`src/rtl/pc_branch_ctrl.sv`:
```
// rtl/pc_branch_ctrl.sv - branch/call decode with return-address stack feeding the program counter
module pc_branch_ctrl #(
  parameter int DEPTH = 8,
  parameter int AW    = 8,
  localparam int SPW  = $clog2(DEPTH + 1),
  localparam int IW   = $clog2(DEPTH)
) (
  input  logic           clk,
  input  logic           rst,
  input  logic           en,
  input  logic [1:0]     op,
  input  logic           cond,
  input  logic [AW-1:0]  target,
  input  logic [AW-1:0]  pc_in,
  output logic           mode,
  output logic [AW-1:0]  write_data,
  output logic [SPW-1:0] sp,
  output logic           stack_full,
  output logic           stack_empty,
  output logic           overflow,
  output logic           underflow
);

  typedef enum logic [1:0] {
    OP_STEP = 2'b00,
    OP_JUMP = 2'b01,
    OP_CALL = 2'b10,
    OP_RET  = 2'b11
  } op_e;

  logic [AW-1:0]  stack_q [DEPTH];
  logic [SPW-1:0] sp_q, sp_d;
  logic           ovf_q, ovf_d;
  logic           unf_q, unf_d;
  logic           push_en;
  logic [IW-1:0]  push_idx;
  logic [IW-1:0]  top_idx;
  logic [AW-1:0]  ret_addr;
  logic           full, empty;

  assign full     = (sp_q == SPW'(DEPTH));
  assign empty    = (sp_q == '0);
  assign push_idx = IW'(sp_q);
  assign top_idx  = IW'(sp_q - SPW'(1));
  assign ret_addr = pc_in + AW'(1);

  // Decode is purely combinational so the counter loads on the same edge the stack moves.
  always_comb begin
    mode       = 1'b0;
    write_data = '0;
    sp_d       = sp_q;
    ovf_d      = ovf_q;
    unf_d      = unf_q;
    push_en    = 1'b0;
    if (!rst && en) begin
      case (op_e'(op))
        OP_STEP: ;
        OP_JUMP: begin
          if (cond) begin
            mode       = 1'b1;
            write_data = target;
          end
        end
        OP_CALL: begin
          if (cond) begin
            mode       = 1'b1;
            write_data = target;
            if (full) begin
              ovf_d = 1'b1;
            end else begin
              push_en = 1'b1;
              sp_d    = sp_q + SPW'(1);
            end
          end
        end
        OP_RET: begin
          if (empty) begin
            unf_d = 1'b1;
          end else begin
            mode       = 1'b1;
            write_data = stack_q[top_idx];
            sp_d       = sp_q - SPW'(1);
          end
        end
        default: ;
      endcase
    end
  end

  always_ff @(posedge clk) begin
    if (rst) begin
      sp_q  <= '0;
      ovf_q <= 1'b0;
      unf_q <= 1'b0;
      for (int i = 0; i < DEPTH; i++) begin
        stack_q[i] <= '0;
      end
    end else begin
      sp_q  <= sp_d;
      ovf_q <= ovf_d;
      unf_q <= unf_d;
      if (push_en) begin
        stack_q[push_idx] <= ret_addr;
      end
    end
  end

  assign sp          = sp_q;
  assign stack_full  = full;
  assign stack_empty = empty;
  assign overflow    = ovf_q;
  assign underflow   = unf_q;

endmodule

```
`config.mk`:
```
export PLATFORM = sky130hd
export DESIGN_NAME = pc_branch_ctrl
export DESIGN_NICKNAME = d
export VERILOG_FILES = /design/src/rtl/pc_branch_ctrl.sv
export SDC_FILE = /design/constraint.sdc
export NUM_CORES = 1
export LEC_CHECK = 0
export CORE_ASPECT_RATIO = 0.75
export CORE_MARGIN = 5
export CORE_UTILIZATION = 50
export CTS_CLUSTER_DIAMETER = 150
export DETAILED_ROUTE_END_ITERATION = 12
export GPL_TIMING_DRIVEN = 0
export PLACE_DENSITY = 0.73
export SLEW_MARGIN = 10
export SYNTH_ARGS = -nofsm -noshare
export SYNTH_HDL_FRONTEND = slang
export SYNTH_SLANG_ARGS = --single-unit
```
`constraint.sdc`:
```
create_clock -name clk -period 3.54 [get_ports clk]
set_input_delay 0.531 -clock clk [delete_from_list [all_inputs] [get_ports clk]]
set_output_delay 0.531 -clock clk [all_outputs]
set_load 0.01 [all_outputs]
```
==> impl_metrics.ini, run 1 <==
[cts]
clock-root-buffer = clkbuf_8
cts.sinks = 70
cts.reportedPaths.clkPinSlew_ns = 0.07
clock_latency_ns = 0.35
tritoncts = yes
htree_levels = 3
cts_hold_buf = 0
clockBufferDepth = 2
numCtsBuffers = 9

[floorplan]
ioPinCount = 39
start_util_pct = 50.97
std_cell_rows = 26
die_y_um = 81.75
core_area_mm2 = 0.006734
fp.dieArea_mm2 = 0.008638
die_x_um = 105.7

[min_path]
hold_class = flip-flop to flip-flop
min_from = underflow
hold_end = underflow
holdPathStages = 2

[layout]
drive_gt1_share_pct = 17.55
antenna_cells = 0
area_delta_synth_final_pct = 21.29
layout_commonest_cell = edfxtp_1
fin_util_pct = 61.82
design_area_mm2 = 0.004163
fillers = 531
mostFrequentLayoutCells = edfxtp_1 (64), nor2_1 (62), clkdlybuf4s50_1 (35), nand2_1 (25), mux4_2 (16)
finalNetCount = 342

[logic_synthesis]
synth_enable_flop_cells = 64
syn_inst = 266
synth_area_mm2 = 0.003432
ys_seq_area_share_pct = 59.50
synthArstFlopShare_pct = 0
yosys.area.top_type = edfxtp_1
syn_avg_cell_area_um2 = 12.90
syn-num-nets = 294
yosysWarnings = 0
synth_top_area_share_pct = 56.00
synth_cell_types = 42
synthTopCellsByArea = edfxtp_1 (56%), mux4_2 (10%), nor2_1 (7.0%)
synthFlopType = edfxtp_1
ys_ff_latch = 70

[placement]
hpwl_um = 5673
post_dp_cell_area_mm2 = 0.003908
io_buffers = 37
gp_congestion = 0.8100

[routing]
firstDrtPassIters = 5
first_iter_violations = 219
wire_per_inst_um = 19.00
drc_errors = 0
routed_via_density = 5.821
final_antenna_net_count = 0
num_vias = 2346
drt-total-wl_um = 7658

[critical_path]
cp.required_ns = 3.01
endpoint_kind = primary output
ff2ff_setup_slack_ns = 0.75
start_kind = flip-flop
crit-reg2reg-capture = stack_q[3][0]
cp.arrival_ns = 2.88
reg2reg_depth = 9
crit_fanout = 10
crit_type = flip-flop to primary output
reg2reg_from = sp[0]

[timing]
tightest_slew_ns = 0.7350
rsz0062_at_grt = no
clock.fmax_ghz = 0.2935
finalMaxSlewViolations = 0
slew_headroom_pct = 50.65
setup_viol = 0
finClkSkew_ns = 0.008264
finalHoldViolCount = 0
period_minus_slack_ns = 3.408
finalCritPeriodShare_pct = 96.26

[global_route]
overflow = 0
grt_pass1_wl_um = 12800
grt.total_usage_pct = 19.88
grt_max_degree = 13
antenna_found_initial = 0
grt_pass1_vias = 2403

[pwr]
powerDensity_mw_per_mm2 = 417.9
irDropWorstVdd_v = 0.0002277
leakage_uw = 0.001494

[run]
drv_cap = 0

[run_status]
outcome = complete, no violations
worst max-delay path by stage:
stage          start            end  cells past startpoint
2_1_floorplan  sp[0]  write_data[0]                      9
3_3_place_gp   sp[0]  write_data[3]                     10
3_5_place_dp   sp[0]  write_data[3]                     10
4_1_cts        sp[0]  write_data[3]                     10
5_1_grt        sp[0]  write_data[7]                     10
6_report       sp[0]  write_data[2]                     10
kinds of logic (layout without fill, tap and decap cells):
kind of cell | Yosys count | in the layout | share of synthesized area, %
AO/OA/AOI/OAI | 22 | 22 | 5.432
XOR/XNOR | 8 | 8 | 2.042
adder cells (fa/ha/maj) | 6 | 6 | 2.187
buffers and inverters | 19 | 72 | 2.771
flip-flops | 70 | 70 | 59.50
multiplexers | 25 | 25 | 13.42
AND/OR/NAND/NOR | 116 | 116 | 14.66
cell usage after synthesis (2+ instances only):
master	number
o31ai_1	2
mux2_2	8
a21oi_1	3
inv_1	7
nand3_1	4
mux4_2	16
dfxtp_1	6
a31oi_1	2
or3_1	3
and3_1	2
buf_6	2
a22o_1	8
xor2_1	6
nor2_1	64
nor3_1	8
edfxtp_1	64
ha_1	6
xnor2_1	2
nand2_1	25
clkbuf_1	3
buf_2	4
where the power goes:
group | total, uW | switching [uW] | internal, uW
Combinational | 184 | 97.9 | 86.4
Clock | 618 | 300 | 319
Sequential | 937 | 9.93 | 927
Total | 1740 | 408 | 1330
per-stage QoR:
stage	worst slack (ns)	setup TNS, ns	std cells	total power, uW	hold WS (ns)
after global routing	0.01238	0	403	1812	0.5057
after CTS	0.03631	0	403	1743	0.4829
after floorplan	0.4641	0	266	1057	0.5050
after detailed placement	-0.4072	-2.978	387	1133	0.4686
after global placement	-0.3542	-2.670	387	1127	0.4481
final	0.1323	0	403	1740	0.4873
critical path: stages (launching register included):
cell,delay [ns]
dfxtp_2,0.35
buf_6,0.09
buf_4,0.14
inv_1,0.08
ha_1,0.30
buf_6,0.15
buf_8,0.16
mux4_2,0.30
mux2_2,0.29
a22o_1,0.19
clkdlybuf4s50_1,0.47
what timing repair did:
action                                  in CTS  in global routing
pin swaps                                    0                  0
hold endpoints to repair                     0                  0
buffers inserted                             1                  0
gates resized for setup                     11                  7
endpoints found under the setup margin       8                  8
registers in the layout (all words and copies together) (netlist names):
register / flops
overflow: 1
sp: 4
stack_q: 64
underflow: 1
cell type report:
| type | instances | area, um^2 | share of cell area, % |
|---|---|---|---|
| repair buffers | 38 | 382.9 | 9.197 |
| inverters | 8 | 30.03 | 0.7214 |
| clock inverters | 7 | 65.06 | 1.563 |
| flip-flops and latches | 70 | 2044 | 49.11 |
| well taps | 84 | 105.1 | 2.525 |
| clock buffers | 9 | 123.9 | 2.976 |
| multi-input cells | 177 | 1324 | 31.80 |
| plain buffers | 10 | 87.58 | 2.104 |
layer usage:
metal  routed length (um)  GRT usage [%]  up-vias
li1                     -              -     1093
met4                   87          5.433        0
met3                  625          5.970       12
met2                 3470          30.34      103
met1                 3475          28.04     1138
met5                    0              0        -
(Power assumes the default switching activity.)
==> inputs of run 2 (changes only) <==
--- a/config.mk
+++ b/config.mk
@@ -12,6 +12,7 @@
 export DETAILED_ROUTE_END_ITERATION = 12
 export GPL_TIMING_DRIVEN = 0
 export PLACE_DENSITY = 0.73
+export SKIP_CTS_REPAIR_TIMING = 1
 export SLEW_MARGIN = 10
 export SYNTH_ARGS = -nofsm -noshare
 export SYNTH_HDL_FRONTEND = slang
==> run 2 against run 1 <==
Setup slack improved by 0.0071 ns; via count fell by 0.51%; combinational power barely moved; critical path depth did not move; cell area rose by 0.33%; critical path type unchanged; critical endpoint is now write_data[1]; largest cell class unchanged; largest power group unchanged.
==> impl_metrics.ini, run 2 (same netlist as run 1, synthesis figures left out) <==
[routing]
routed_via_density = 5.777
drt-total-wl_um = 7651
drc_errors = 0
num_vias = 2334
first_iter_violations = 265
firstDrtPassIters = 5
final_antenna_net_count = 0
wire_per_inst_um = 18.94

[timing]
period_minus_slack_ns = 3.401
finalCritPeriodShare_pct = 96.06
tightest_slew_ns = 0.7495
hold_ws_ns = 0.4867
rsz0062_at_grt = no
slew_headroom_pct = 49.67
finalMaxSlewViolations = 0
setup_viol = 0
clock.fmax_ghz = 0.2941
finalHoldViolCount = 0
finClkSkew_ns = 0.007515

[floorplan]
fp.dieArea_mm2 = 0.008638
ioPinCount = 39
die_x_um = 105.7
std_cell_rows = 26
die_y_um = 81.75
core_area_mm2 = 0.006734
start_util_pct = 50.97

[placement]
post_dp_cell_area_mm2 = 0.003908
io_buffers = 37
hpwl_um = 5673
gp_congestion = 0.8100

[pwr]
clock_power_share_pct = 35.3
irDropWorstVdd_v = 0.0002291
leakage_uw = 0.001535
p_sw_share_pct = 23.20
seqPwrFrac_pct = 53.9
p_int_uw = 1333
comb_power_share_pct = 10.7
powerDensity_mw_per_mm2 = 415.6
p_switching_uw = 402.6

[critical_path]
cp_top_family = buffers and inverters
reg2reg_from = sp[0]
endpoint_kind = primary output
crit-reg2reg-capture = stack_q[3][0]
crit_cells = 10
crit_path_top_delay_cell = clkdlybuf4s50_1
start_kind = flip-flop
cp.required_ns = 3.01
worstSetupStartpoint = sp[0]
critical_path.endpoint = write_data[1]
timing.critical_path.mode_cell = buf_6
crit_type = flip-flop to primary output
cp.arrival_ns = 2.87
reg2reg_depth = 9
cp.buffers_inverters = 6
ff2ff_setup_slack_ns = 0.71
crit_fanout = 10
critical_path.cell_chain = buf_6 -> clkbuf_4 -> inv_1 -> ha_1 -> buf_6 -> buf_12 -> mux4_2 -> mux2_2 -> a22o_1 -> clkdlybuf4s50_1
cpPeakStageDelay_ns = 0.47

[run]
drv_cap = 0

[layout]
mostFrequentLayoutCells = edfxtp_1 (64), nor2_1 (62), clkdlybuf4s50_1 (33), nand2_1 (25), mux4_2 (16)
finalNetCount = 343
fillers = 530
design_area_mm2 = 0.004177
register_area_mm2 = 0.002043
drive_gt1_share_pct = 17.50
multi_input_area_mm2 = 0.001324
regMostFlops = stack_q
antenna_cells = 0
area_delta_synth_final_pct = 21.69
largest_reg_flops = 64
layout_commonest_cell = edfxtp_1

[cts]
tritoncts = yes
clock_latency_ns = 0.35
cts.reportedPaths.clkPinSlew_ns = 0.07
numCtsBuffers = 9
cts.sinks = 70
clockBufferDepth = 2
clock-root-buffer = clkbuf_8
htree_levels = 3

[global_route]
grt.total_usage_pct = 19.81
grt_max_degree = 13
overflow = 0
grt_pass1_vias = 2407
grt_pass1_wl_um = 12740
antenna_found_initial = 0

[min_path]
hold_class = flip-flop to flip-flop

[run_status]
outcome = complete, no violations
[run 2: cell types whose count changed in the layout (fill, tap and decap cells not counted)]
cell,previous run,this run
buf_12,0,1
buf_4,3,2
buf_8,1,0
clkbuf_2,0,1
clkbuf_4,0,1
clkdlybuf4s50_1,35,33
dfxtp_1,4,5
dfxtp_2,2,1
dlymetal6s2s_1,2,4
[run 2: metrics by stage]
| stage | worst slack (ns) | util (%) | cells | TNS (ns) | power (uW) |
|---|---|---|---|---|---|
| after global routing | 0.01551 | 62.02 | 404 | 0 | 1813 |
| after detailed placement | -0.4072 | 58.03 | 387 | -2.978 | 1133 |
| after global placement | -0.3542 | 58.03 | 387 | -2.670 | 1127 |
| after CTS | -0.7981 | 60.83 | 403 | -6.111 | 1739 |
| after floorplan | 0.4641 | - | 266 | 0 | 1057 |
| final | 0.1394 | 62.02 | 404 | 0 | 1736 |
[run 2: power by group through the flow]
stage	sequential, uW	combinational, uW	clock, uW
6_report	936	187	613
3_3_place_gp	952	175	0
4_1_cts	936	179	623
3_5_place_dp	954	178	0
5_1_grt	938	202	673
2_1_floorplan	951	107	0
[run 2: layout make-up]
class	count	share of cell area (%)
buffer	11	2.337
clock buffer	9	2.966
clock inverter	7	1.558
inverter	8	0.7190
multi-input combinational	177	31.70
sequential	70	48.92
tap	84	2.516
timing repair buffer	38	9.287
[run 2: worst min path at each step]
stage / depth (start not counted) / startpoint / endpoint / slack [ns]
2_1_floorplan: 2 / underflow / underflow / 0.50
3_3_place_gp: 2 / underflow / underflow / 0.45
3_5_place_dp: 2 / underflow / underflow / 0.47
4_1_cts: 2 / underflow / underflow / 0.48
5_1_grt: 2 / rst / overflow / 0.51
6_report: 2 / underflow / underflow / 0.49
[run 2: worst reg2reg max path: stages, from the launching register on]
cell and delay, ns:
dfxtp_2 0.35, buf_6 0.09, clkbuf_4 0.17, inv_1 0.09
ha_1 0.31, and3b_1 0.23, buf_6 0.13, nor3_2 0.36
nand3_1 0.31, nand2_1 0.43
[run 2: per-layer routing]
layer	part of all wire (%)	vias up	GRT usage [%]	wire length [um]
met3	8.4	11	5.970	639
met2	46	98	30.47	3544
met4	1.1	0	5.433	85
li1	-	1091	-	-
met1	44	1134	27.71	3381
met5	0	-	0	0
==> inputs of run 3 (changes only) <==
--- a/config.mk
+++ b/config.mk
@@ -5,13 +5,12 @@
 export SDC_FILE = /design/constraint.sdc
 export NUM_CORES = 1
 export LEC_CHECK = 0
-export CORE_ASPECT_RATIO = 0.75
 export CORE_MARGIN = 5
 export CORE_UTILIZATION = 50
 export CTS_CLUSTER_DIAMETER = 150
 export DETAILED_ROUTE_END_ITERATION = 12
 export GPL_TIMING_DRIVEN = 0
-export PLACE_DENSITY = 0.73
+export PLACE_DENSITY = 0.76
 export SKIP_CTS_REPAIR_TIMING = 1
 export SLEW_MARGIN = 10
 export SYNTH_ARGS = -nofsm -noshare
==> constraint.sdc (replaced) <==
create_clock -name clk -period 3 [get_ports clk]
set_input_delay 0.45 -clock clk [delete_from_list [all_inputs] [get_ports clk]]
set_output_delay 0.45 -clock clk [all_outputs]
set_load 0.01 [all_outputs]
==> run 3 against run 2 <==
First-iteration DRC count down 9.1%; register-to-register slack worse by 0.37 ns; core utilization up 1.3 points; clock skew up 0.0040 ns; critical path type unchanged.
==> impl_metrics.ini, run 3 (same netlist as run 1, synthesis figures left out) <==
[global_route]
grt_pass1_vias = 2281
overflow = 0
grt_pass1_wl_um = 11740
antenna_found_initial = 0
grt_max_degree = 13
grt.total_usage_pct = 18.45

[critical_path]
cp.buffers_inverters = 6
ff2ff_setup_slack_ns = 0.34
endpoint_kind = primary output
crit_type = flip-flop to primary output
cp.required_ns = 2.55
cpPeakStageDelay_ns = 0.34
start_kind = flip-flop
critical_path.cell_chain = buf_6 -> buf_6 -> inv_2 -> ha_1 -> buf_6 -> buf_4 -> mux4_2 -> mux2_2 -> a22o_1 -> dlymetal6s2s_1
crit-reg2reg-capture = stack_q[3][3]
cp.arrival_ns = 2.48
reg2reg_from = sp[0]
crit_path_top_delay_cell = dfxtp_2
cp_top_family = buffers and inverters
reg2reg_depth = 9
crit_fanout = 8
timing.critical_path.mode_cell = buf_6

[routing]
num_vias = 2315
drc_errors = 0
final_antenna_net_count = 0
drt-total-wl_um = 7297
wire_per_inst_um = 18.02
routed_via_density = 5.716
first_iter_violations = 241
firstDrtPassIters = 4

[layout]
fin_util_pct = 63.35
regMostFlops = stack_q
mostFrequentLayoutCells = edfxtp_1 (64), nor2_1 (62), clkdlybuf4s50_1 (29), nand2_1 (25), mux4_2 (16)
register_area_mm2 = 0.002044
finalNetCount = 349
multi_input_area_mm2 = 0.001328
area_delta_synth_final_pct = 24.02
antenna_cells = 0
design_area_mm2 = 0.004257
largest_reg_flops = 64
drive_gt1_share_pct = 20.31
fillers = 523
layout_commonest_cell = edfxtp_1

[min_path]
hold_end = overflow
holdPathStages = 2
hold_class = input pin to flip-flop
min_from = rst

[placement]
dp_slack_ns = -0.9081
gp_congestion = 0.7793
hpwl_um = 5235
io_buffers = 37
post_dp_cell_area_mm2 = 0.003902

[timing]
setup_viol = 0
slew_headroom_pct = 51.74
finalCritPeriodShare_pct = 97.78
finClkSkew_ns = 0.01147
tightest_slew_ns = 0.7187
clock.fmax_ghz = 0.3409
finalMaxSlewViolations = 0
period_minus_slack_ns = 2.933
finalHoldViolCount = 0
fin_ws_ns = 0.06657
fin_tns_setup_ns = 0

[floorplan]
core_area_mm2 = 0.006719
start_util_pct = 51.08
die_y_um = 92.85
std_cell_rows = 30
ioPinCount = 39
fp.dieArea_mm2 = 0.008621
die_x_um = 92.85

[cts]
clock_latency_ns = 0.35
numCtsBuffers = 9
htree_levels = 3
cts.sinks = 70
clock-root-buffer = clkbuf_8
clockBufferDepth = 2
cts.reportedPaths.clkPinSlew_ns = 0.07
tritoncts = yes

[pwr]
powerDensity_mw_per_mm2 = 503.5
leakage_uw = 0.001654
finalPower_uw = 2143
irDropWorstVdd_v = 0.0002782

[run_status]
outcome = complete, no violations

[run]
drv_cap = 0
-- run 3: changes by cell type in the layout (fill, tap and decap cells not counted), moves of 2 or more --
| cell | previous run | this run |
|---|---|---|
| buf_6 | 4 | 6 |
| clkinv_4 | 0 | 2 |
| clkinvlp_4 | 3 | 0 |
| clkdlybuf4s50_1 | 33 | 29 |
| clkinv_1 | 3 | 1 |
| buf_4 | 2 | 8 |
| dlymetal6s2s_1 | 4 | 7 |
-- run 3: power breakdown --
group          leakage, uW  internal [uW]  total [uW]  switching [uW]
sequential        0.000709           1090        1100            10.0
clock             0.000109            463         814             351
combinational     0.000836            110         226             116
total              0.00165           1670        2140             477
-- run 3: how the worst max path moves through the flow --
stage / start / to / slack, ns / cells past startpoint
final: sp[0] / write_data[0] / 0.07 / 10
after global routing: sp[0] / write_data[7] / -0.01 / 10
after global placement: sp[0] / write_data[6] / -0.81 / 10
after CTS: sp[0] / write_data[6] / -1.30 / 10
after floorplan: sp[0] / write_data[0] / 0.005 / 9
after detailed placement: sp[0] / write_data[6] / -0.91 / 10
-- run 3: area by class of cell --
class | instances | area share, %
plain buffers | 11 | 2.528
clock buffers | 9 | 2.910
clock inverters | 6 | 2.058
inverters | 8 | 0.7055
multi-input cells | 177 | 31.19
flip-flops and latches | 70 | 48.03
well taps | 80 | 2.352
repair buffers | 44 | 10.23
-- run 3: metal layers --
metal	track usage, %	routed length [um]
met4	8.791	111
met2	30.53	3636
met5	0	0
met3	3.249	616
met1	23.50	2932
-- run 3: metrics by stage --
stage	cells	hold WS (ns)
2_1_floorplan	266	0.5050
3_3_place_gp	383	0.4532
3_5_place_dp	383	0.4634
4_1_cts	398	0.4263
5_1_grt	405	0.4402
6_report	405	0.4410
